[config.mk]
export PLATFORM = sky130hd
export DESIGN_NAME = wishbone_bus_if
export DESIGN_NICKNAME = d
export VERILOG_FILES = /design/src/rtl/wishbone_bus_if.sv
export SDC_FILE = /design/constraint.sdc
export NUM_CORES = 1
export LEC_CHECK = 0
export CORE_ASPECT_RATIO = 1.25
export CORE_MARGIN = 2
export CORE_UTILIZATION = 45
export DETAILED_ROUTE_END_ITERATION = 8
export GPL_TIMING_DRIVEN = 0
export PLACE_DENSITY = 0.87
export SLEW_MARGIN = 20
export SYNTH_ARGS = -nofsm -noshare
export SYNTH_HDL_FRONTEND = slang
export SYNTH_SLANG_ARGS = --single-unit
[constraint.sdc]
create_clock -name clk -period 7.3 [get_ports clk]
set_input_delay 1.46 -clock clk [delete_from_list [all_inputs] [get_ports clk]]
set_output_delay 1.46 -clock clk [all_outputs]
set_load 0.05 [all_outputs]
[src/rtl/wishbone_bus_if.sv]
// Wishbone initiator bridging a CPU load/store port onto a single-beat
// classic Wishbone bus. Registered bus outputs, combinational CPU handshake,
// per-transaction timeout with a one-cycle err_o pulse.
module wishbone_bus_if #(
  parameter int TIMEOUT_CYCLES = 255
) (
  input  logic        clk,
  input  logic        rst,
  input  logic        cpu_ce_i,
  input  logic        cpu_we_i,
  input  logic [31:0] cpu_addr_i,
  input  logic [31:0] cpu_data_i,
  input  logic [3:0]  cpu_sel_i,
  input  logic        stall_i,
  input  logic        flush_i,
  output logic [31:0] cpu_data_o,
  output logic        stallreq_o,
  output logic        err_o,
  output logic [31:0] wishbone_addr_o,
  output logic [31:0] wishbone_data_o,
  output logic        wishbone_we_o,
  output logic [3:0]  wishbone_sel_o,
  output logic        wishbone_stb_o,
  output logic        wishbone_cyc_o,
  input  logic [31:0] wishbone_data_i,
  input  logic        wishbone_ack_i
);

  localparam logic [1:0] S_IDLE = 2'd0;
  localparam logic [1:0] S_BUSY = 2'd1;
  localparam logic [1:0] S_WAIT = 2'd2;  // acked, holding data while pipeline stalls

  localparam logic [7:0] TO_VAL = 8'(TIMEOUT_CYCLES);

  logic [1:0]  state_q, state_d;
  logic [7:0]  cnt_q, cnt_d;
  logic [31:0] rbuf_q, rbuf_d;
  logic [31:0] addr_q, addr_d, wdat_q, wdat_d;
  logic        we_q, we_d, cyc_q, cyc_d;
  logic [3:0]  sel_q, sel_d;
  logic        timeout;

  // cnt_q counts completed no-ack BUSY cycles; once it equals TIMEOUT_CYCLES
  // the current cycle is the abort cycle. Flush still wins (no err on flush),
  // and a late ack in the abort cycle is ignored so err and ack never pair up.
  assign timeout = (state_q == S_BUSY) && !flush_i && (cnt_q == TO_VAL);

  // Next-state and bus-register update
  always_comb begin
    state_d = state_q;
    cnt_d   = cnt_q;
    rbuf_d  = rbuf_q;
    addr_d  = addr_q;
    wdat_d  = wdat_q;
    we_d    = we_q;
    sel_d   = sel_q;
    cyc_d   = cyc_q;
    case (state_q)
      S_IDLE: begin
        if (cpu_ce_i && !flush_i) begin
          addr_d  = cpu_addr_i;
          wdat_d  = cpu_data_i;
          we_d    = cpu_we_i;
          sel_d   = cpu_sel_i;
          cyc_d   = 1'b1;
          cnt_d   = 8'd0;
          state_d = S_BUSY;
        end
      end
      S_BUSY: begin
        if (flush_i || timeout || wishbone_ack_i) begin
          // Every exit drops the whole bus so the next request gets a fresh edge
          addr_d  = '0;
          wdat_d  = '0;
          we_d    = 1'b0;
          sel_d   = '0;
          cyc_d   = 1'b0;
          state_d = S_IDLE;
          if (flush_i)
            rbuf_d = '0;
          else if (!timeout) begin
            rbuf_d = wishbone_data_i;
            if (stall_i) state_d = S_WAIT;
          end
        end else begin
          cnt_d = cnt_q + 8'd1;
        end
      end
      S_WAIT: begin
        if (flush_i) begin
          rbuf_d  = '0;
          state_d = S_IDLE;
        end else if (!stall_i) begin
          state_d = S_IDLE;
        end
      end
      default: state_d = S_IDLE;
    endcase
  end

  // CPU-side handshake: read data forwarded in the ack cycle with no extra latency
  always_comb begin
    stallreq_o = 1'b0;
    cpu_data_o = '0;
    err_o      = 1'b0;
    case (state_q)
      S_IDLE: stallreq_o = cpu_ce_i & ~flush_i;
      S_BUSY: begin
        if (flush_i) begin
          stallreq_o = 1'b0;
        end else if (timeout) begin
          err_o = 1'b1;
        end else if (wishbone_ack_i) begin
          cpu_data_o = wishbone_data_i;
        end else begin
          stallreq_o = 1'b1;
        end
      end
      S_WAIT:  cpu_data_o = rbuf_q;
      default: ;
    endcase
  end

  // State registers; async reset drops cyc/stb immediately
  always_ff @(posedge clk or posedge rst) begin
    if (rst) begin
      state_q <= S_IDLE;
      cnt_q   <= '0;
      rbuf_q  <= '0;
      addr_q  <= '0;
      wdat_q  <= '0;
      we_q    <= 1'b0;
      sel_q   <= '0;
      cyc_q   <= 1'b0;
    end else begin
      state_q <= state_d;
      cnt_q   <= cnt_d;
      rbuf_q  <= rbuf_d;
      addr_q  <= addr_d;
      wdat_q  <= wdat_d;
      we_q    <= we_d;
      sel_q   <= sel_d;
      cyc_q   <= cyc_d;
    end
  end

  assign wishbone_addr_o = addr_q;
  assign wishbone_data_o = wdat_q;
  assign wishbone_we_o   = we_q;
  assign wishbone_sel_o  = sel_q;
  assign wishbone_stb_o  = cyc_q;
  assign wishbone_cyc_o  = cyc_q;

endmodule

==> reports/qor.csv, run 1 <==
stage,metric,value,unit
place,Placer Congestion,0.8739,
setup_path,required time of the critical path,5840,ps
route,final WL,13320,µm
sta,final setup violation count,0,
hold_path,Hold Startpoint,wishbone_addr_o[0],
grt,Tot GR Track Use,0.2366,
final_layout,area grow syn2layout,55.18,%
place,placed cell count,698,
grt,vias in the first global route,4132,
grt,initial antenna violation count,0,
final_layout,share of cells above drive strength 1,0.06838,
pwr,Leakage,0.003198,µW
place,Placement Setup Slack,1766,ps
grt,largest net degree at the start of global routing,68,
logic_synthesis,Synth Warn #,0,
floorplan,IO Pins,212,
sta,Final Slew Violations,0,
route,routed vias,4047,
logic_synthesis,#FFs+latches synth,112,
route,Initial DRC Count,195,
place,Port Buf Inserts,211,
setup_path,Critical Path AT,4070,ps
route,drt wl/cell,18.66,µm
route,antenna-violating nets left,0,
sta,RSZ-0062 raised after global routing,no,
logic_synthesis,part of the Yosys area used for sequential elements,0.6001,
pwr,Peak VDD IR,0.3174,mV
logic_synthesis,Synth area leaders,"dfrtp_1 (60%), a22o_1 (25%), buf_6 (1.7%), buf_2 (1.1%), ha_1 (1.1%)",
cts,Inserted Clock Buffers,9,
logic_synthesis,xor/xnor share of the synthesized area,0,
setup_path,CP startpoint kind,input pin,
logic_synthesis,post-synthesis cell type count,40,
setup_path,reg2reg end,wishbone_addr_o[6],
cts,setup bufs post-CTS,0,
final_layout,Final Net Count,691,
logic_synthesis,cell accounting for the most synthesized area,dfrtp_1,
hold_path,worst hold path type,reg2reg,
setup_path,Setup CP Type,in2out,
cts,Clock transition at path regs,70,ps
cts,Bufs on Longest Clock Path,2,
cts,CTS tree,yes,
final_layout,Fillers,677,
sta,Worst Skew,10.18,ps
sta,Worst-Margin Slew,747.1,ps
sta,Fin Hold WS,504.7,ps
cts,Hold Buf Count CTS,0,
logic_synthesis,Most used DFF post-synth,dfrtp_1,
final_layout,Final Core Density,0.7172,
logic_synthesis,post-synthesis compound-gate area fraction,0.2901,
sta,Final WS setup,1767,ps
floorplan,Die ar.,0.01122,mm²
hold_path,hold endpoint,wishbone_addr_o[0],
pwr,Power Density,464.1,mW/mm²
final_layout,multi-input logic area,0.001644,mm²
grt,grt ovf,0,
logic_synthesis,Post-Synth Adder-Cell Area,0.01072,
sta,Worst slew margin,0.5001,
setup_path,reg2reg setup slack,4910,ps
logic_synthesis,"top cells by count, synth","a22o_1 (133), dfrtp_1 (112), clkbuf_1 (11)",
logic_synthesis,most common cell in the netlist,a22o_1,
place,Post-DP HPWL,9973,µm
sta,endpoints failing hold,0,
floorplan,core area,0.01011,mm²
cts,CTS resizes,0,
cts,H-tree Lvls,3,
setup_path,CP Max Fanout,10,
setup_path,RR Startpoint,state_q[0],
logic_synthesis,share of the synthesized area in the top cell type,0.6001,
route,average via count per standard cell,5.668,
final_layout,Non-Filler Instances,714,
setup_path,critical path capture point type,output pin,
route,Pre-antenna DRT Iters,4,
setup_path,path depth of the worst reg2reg path,7,
sta,Period minus WS final,5533,ps
cts,clock sink total,112,
hold_path,Worst Hold Depth,1,
floorplan,die height,117.9,µm
cts,Skew-Pair Late Insertion Delay,350,ps
logic_synthesis,cell count after synthesis,357,
floorplan,Die Wd,95.13,µm
floorplan,initial core utilization,0.4622,
final_layout,Reg area,0.002803,mm²
final_layout,n_diodes,0,
sta,total negative slack,0,ps
logic_synthesis,Synth async-reset ratio,1.000,
sta,max frequency,0.1807,GHz
flow_run,max cap viols,0,
logic_synthesis,syn nets,468,
logic_synthesis,"EDFF count, synth",0,
route,# DRC,0,
cts,CTS Root Buffer Type,clkbuf_16,
grt,first-pass GRT wire length,20730,µm
logic_synthesis,largest family of logic cells by synthesized area,compound AO/OA/AOI/OAI gates,
outcome,run status,"finished, final reports clean",
logic_synthesis,post-synthesis simple-gate area fraction,0.04688,
logic_synthesis,cell area after synthesis,0.004671,mm²
sta,final clock period utilization by the worst path,0.7580,
logic_synthesis,mux cell area share after synthesis,0.004286,
logic_synthesis,syn_area_per_cell,13.08,µm²
floorplan,FP Rows,41,
-- power breakdown --
| group | total (µW) | switching, µW | internal [µW] | leakage, µW |
|---|---|---|---|---|
| sequential | 1080 | 173 | 903 | 0.00149 |
| combinational | 1830 | 1140 | 686 | 0.00158 |
| clock | 459 | 223 | 235 | 0.000131 |
| total | 3360 | 1540 | 1820 | 0.00320 |
-- per-stage QoR --
stage               total power (µW)  area [µm²]
global placement                2867        6944
finish                          3364        7248
CTS                             3384        7248
detailed placement              2911        6977
floorplan                       2257        4671
global route                    3508        7248
-- worst max path at each step --
stage / to / startpoint / cells after the start / slack [ps]
6_report: cpu_data_o[0] / flush_i / 6 / 1770
3_5_place_dp: cpu_data_o[0] / flush_i / 6 / 1770
3_3_place_gp: wishbone_data_o[24] / rst / 2 / 1470
2_1_floorplan: cnt_q[0] / rst / 1 / 2880
4_1_cts: cpu_data_o[0] / flush_i / 6 / 1750
5_1_grt: cpu_data_o[0] / flush_i / 6 / 1640
-- metal layers --
layer,routed length (µm),global-route usage,vias up
met3,1212,0.07170,31
met5,0,0,-
li1,-,-,1844
met1,5175,0.2794,1978
met4,374,0.09420,0
met2,6561,0.3966,194
-- layout make-up --
type	instances	share of cell area
plain buffers	31	0.02624
clock buffers	11	0.03211
clock inverters	5	0.005351
inverters	9	0.005351
multi-input cells	205	0.2268
flip-flops and latches	112	0.3867
well taps	129	0.02227
repair buffers	212	0.2952
-- state kept, by name, indices dropped and copies added, names as in the netlist --
| signal | flops |
|---|---|
| rbuf_q | 32 |
| wishbone_addr_o | 32 |
| wishbone_data_o | 32 |
| cnt_q | 8 |
| wishbone_sel_o | 4 |
| state_q | 2 |
| wishbone_cyc_o | 1 |
| wishbone_we_o | 1 |
-- logic make-up (layout without fill, tap and decap cells) --
| family | Yosys count | count (layout) |
|---|---|---|
| AO/OA/AOI/OAI | 159 | 159 |
| flip-flops | 112 | 112 |
| AND/OR/NAND/NOR | 40 | 40 |
| buffers and inverters | 40 | 268 |
| adder cells (fa/ha/maj) | 4 | 4 |
| multiplexers | 2 | 2 |
-- critical path, cell delays in order --
cell and delay [ps]:
clkdlybuf4s50_1 520, nand2b_1 250, nor3_1 460, buf_2 330
a22o_1 210, clkdlybuf4s50_1 830
-- cell usage in the layout (no fill, tap or decap), types with 2 or more instances in the layout --
| cell type | n |
|---|---|
| ha_1 | 4 |
| nand2b_1 | 4 |
| nand2_1 | 10 |
| inv_6 | 4 |
| inv_1 | 8 |
| nand3b_1 | 2 |
| a21o_1 | 2 |
| o211ai_1 | 2 |
| nor2_1 | 2 |
| a21oi_1 | 3 |
| buf_6 | 7 |
| a22o_1 | 133 |
| buf_2 | 10 |
| clkbuf_16 | 9 |
| dfrtp_1 | 112 |
| a31oi_1 | 5 |
| nor3_1 | 5 |
| clkbuf_1 | 13 |
| nand3_1 | 8 |
| mux2i_1 | 2 |
| o21ai_0 | 3 |
| and3_1 | 2 |
| buf_4 | 2 |
| clkdlybuf4s50_1 | 211 |
(Power assumes the default switching activity.)
==> run 2, diff against run 1 <==
- CORE_UTILIZATION: 45 -> 42
- PLACE_DENSITY: 0.87 -> 0.82
- clock period: 7.3 -> 5.8 ns (I/O delays scaled with it)
==> run 2 against run 1 <==
Utilization is 5.2 points lower. Count of clock-buffer cells in the layout decreased by 1. Critical path depth is the same. Routed wire length down 0.70%. Hold slack barely moved. Cell area up 0.78%. Setup slack worse by 930 ps. Sequential share of layout area is 0.30 points lower. Die area increased by 6.9%. Flip-flop and latch count is the same. Final cell count is 0.84% higher. Clock skew is 0.62 ps lower. Critical path type unchanged.
==> reports/qor.csv, run 2 (same netlist as run 1, synthesis figures left out) <==
stage,metric,value,unit
floorplan,core area,0.01098,mm²
sta,Period minus WS final,4961,ps
sta,final clock period utilization by the worst path,0.8553,
place,Post-DP HPWL,9823,µm
floorplan,Die ar.,0.01199,mm²
cts,H-tree Lvls,3,
cts,Skew-Pair Late Insertion Delay,350,ps
setup_path,critical path capture point type,output pin,
sta,max frequency,0.2016,GHz
sta,Worst Skew,9.558,ps
route,Initial DRC Count,183,
pwr,Peak VDD IR,0.4200,mV
sta,Worst slew margin,0.4825,
final_layout,n_diodes,0,
setup_path,CP startpoint kind,input pin,
sta,endpoints failing hold,0,
setup_path,crit-path most repeated cell,clkdlybuf4s50_1,
outcome,run status,"finished, final reports clean",
floorplan,die height,121.9,µm
cts,CTS tree,yes,
sta,total negative slack,0,ps
flow_run,max cap viols,0,
floorplan,IO Pins,212,
place,Port Buf Inserts,211,
setup_path,required time of the critical path,4640,ps
grt,first-pass GRT wire length,21310,µm
sta,Worst-Margin Slew,773.4,ps
final_layout,Non-Filler Instances,720,
cts,CTS Root Buffer Type,clkbuf_16,
cts,Inserted Clock Buffers,9,
setup_path,CP Max Fanout,10,
cts,clock sink total,112,
cts,Bufs on Longest Clock Path,2,
setup_path,Critical Path AT,3800,ps
place,Post-Place Cell Area,0.006977,mm²
hold_path,Hold Startpoint,wishbone_data_o[19],
sta,Final Slew Violations,0,
pwr,Final Power,4323,µW
floorplan,FP Rows,43,
hold_path,worst hold path type,reg2reg,
setup_path,"slowest stage delay, CP",810,ps
final_layout,area grow syn2layout,56.39,%
route,Pre-antenna DRT Iters,4,
setup_path,critical path's slowest cell,clkdlybuf4s50_1,
final_layout,most frequent cells in the layout,"clkdlybuf4s50_1 (211), a22o_1 (133), dfrtp_1 (112)",
place,placed cell count,704,
pwr,Power Density,591.8,mW/mm²
cts,CTS resizes,0,
route,routed vias,4041,
floorplan,initial core utilization,0.4256,
final_layout,Finished Cell Area,0.007305,mm²
route,antenna-violating nets left,0,
floorplan,Die Wd,98.32,µm
setup_path,Buf/Inv on CP,3,
place,Placer Congestion,0.8876,
setup_path,RR Startpoint,state_q[0],
setup_path,Setup CP Type,in2out,
cts,setup bufs post-CTS,0,
pwr,Leakage,0.003221,µW
setup_path,Crit path max-delay family,buffers and inverters,
sta,RSZ-0062 raised after global routing,no,
sta,final setup violation count,0,
route,drt wl/cell,18.38,µm
route,final WL,13230,µm
grt,Tot GR Track Use,0.2234,
cts,Clock transition at path regs,70,ps
final_layout,share of cells above drive strength 1,0.07009,
final_layout,Final Net Count,691,
route,average via count per standard cell,5.613,
cts,Hold Buf Count CTS,0,
route,# DRC,0,
grt,initial antenna violation count,0,
final_layout,"commonest non-fill, non-tap cell in the layout",clkdlybuf4s50_1,
grt,grt ovf,0,
setup_path,Crit. Startpoint,flush_i,
grt,vias in the first global route,4127,
grt,largest net degree at the start of global routing,69,
setup_path,"Cell Chain, Critical Path",clkdlybuf4s50_1 > nand2b_1 > nor3_1 > buf_2 > a22o_1 > clkdlybuf4s50_1,
-- run 2: final cells by class --
| class | count | area, µm² |
|---|---|---|
| clock inverter | 6 | 98.84 |
| timing repair buffer | 212 | 2132 |
| fill | 843 | 3671 |
| clock buffer | 10 | 229.0 |
| multi-input combinational | 205 | 1644 |
| buffer | 31 | 190.2 |
| tap | 135 | 168.9 |
| inverter | 9 | 38.79 |
| sequential | 112 | 2803 |
-- run 2: path summary, 6_finish.rpt --
check,endpoint,slack (ps),depth (start not counted)
min reg2reg,wishbone_data_o[19],500,1
min,wishbone_data_o[19],500,1
max,cpu_data_o[10],840,6
max reg2reg,wishbone_data_o[25],3450,7
max in group asynchronous,cnt_q[5],3900,3
min in group asynchronous,wishbone_data_o[13],1260,2
-- run 2: worst reg2reg max path, delay by kind of cell (launching register included) --
| kind | cells | cell delay [ps] |
|---|---|---|
| AOI/OAI and AO/OA | 1 | 210 |
| adders and majority gates | 1 | 150 |
| buffers and inverters | 3 | 740 |
| DFF | 1 | 400 |
| and+or+nand+nor | 2 | 780 |
-- run 2: metal layers --
metal | vias up | routed length [µm] | track usage
met3 | 25 | 1033 | 0.04418
met1 | 1974 | 5292 | 0.2828
met5 | - | 0 | 0
li1 | 1842 | - | -
met4 | 0 | 350 | 0.1010
met2 | 200 | 6554 | 0.3724
-- run 2: metrics by stage --
stage / utilization / hold slack [ps] / setup WS [ps]
after global routing: 0.6655 / 519.5 / 667.0
after global placement: 0.6334 / 482.9 / 307.1
after detailed placement: 0.6357 / 482.7 / 867.2
after CTS: 0.6655 / 506.8 / 857.1
final: 0.6655 / 504.2 / 839.0
after floorplan: - / 466.2 / 1681
-- run 2: power breakdown --
group	switching [µW]	internal, µW	leakage [µW]	total [µW]
sequential	224	1140	0.00149	1360
clock	282	386	0.000157	669
combinational	1430	862	0.00158	2290
total	1940	2390	0.00322	4320
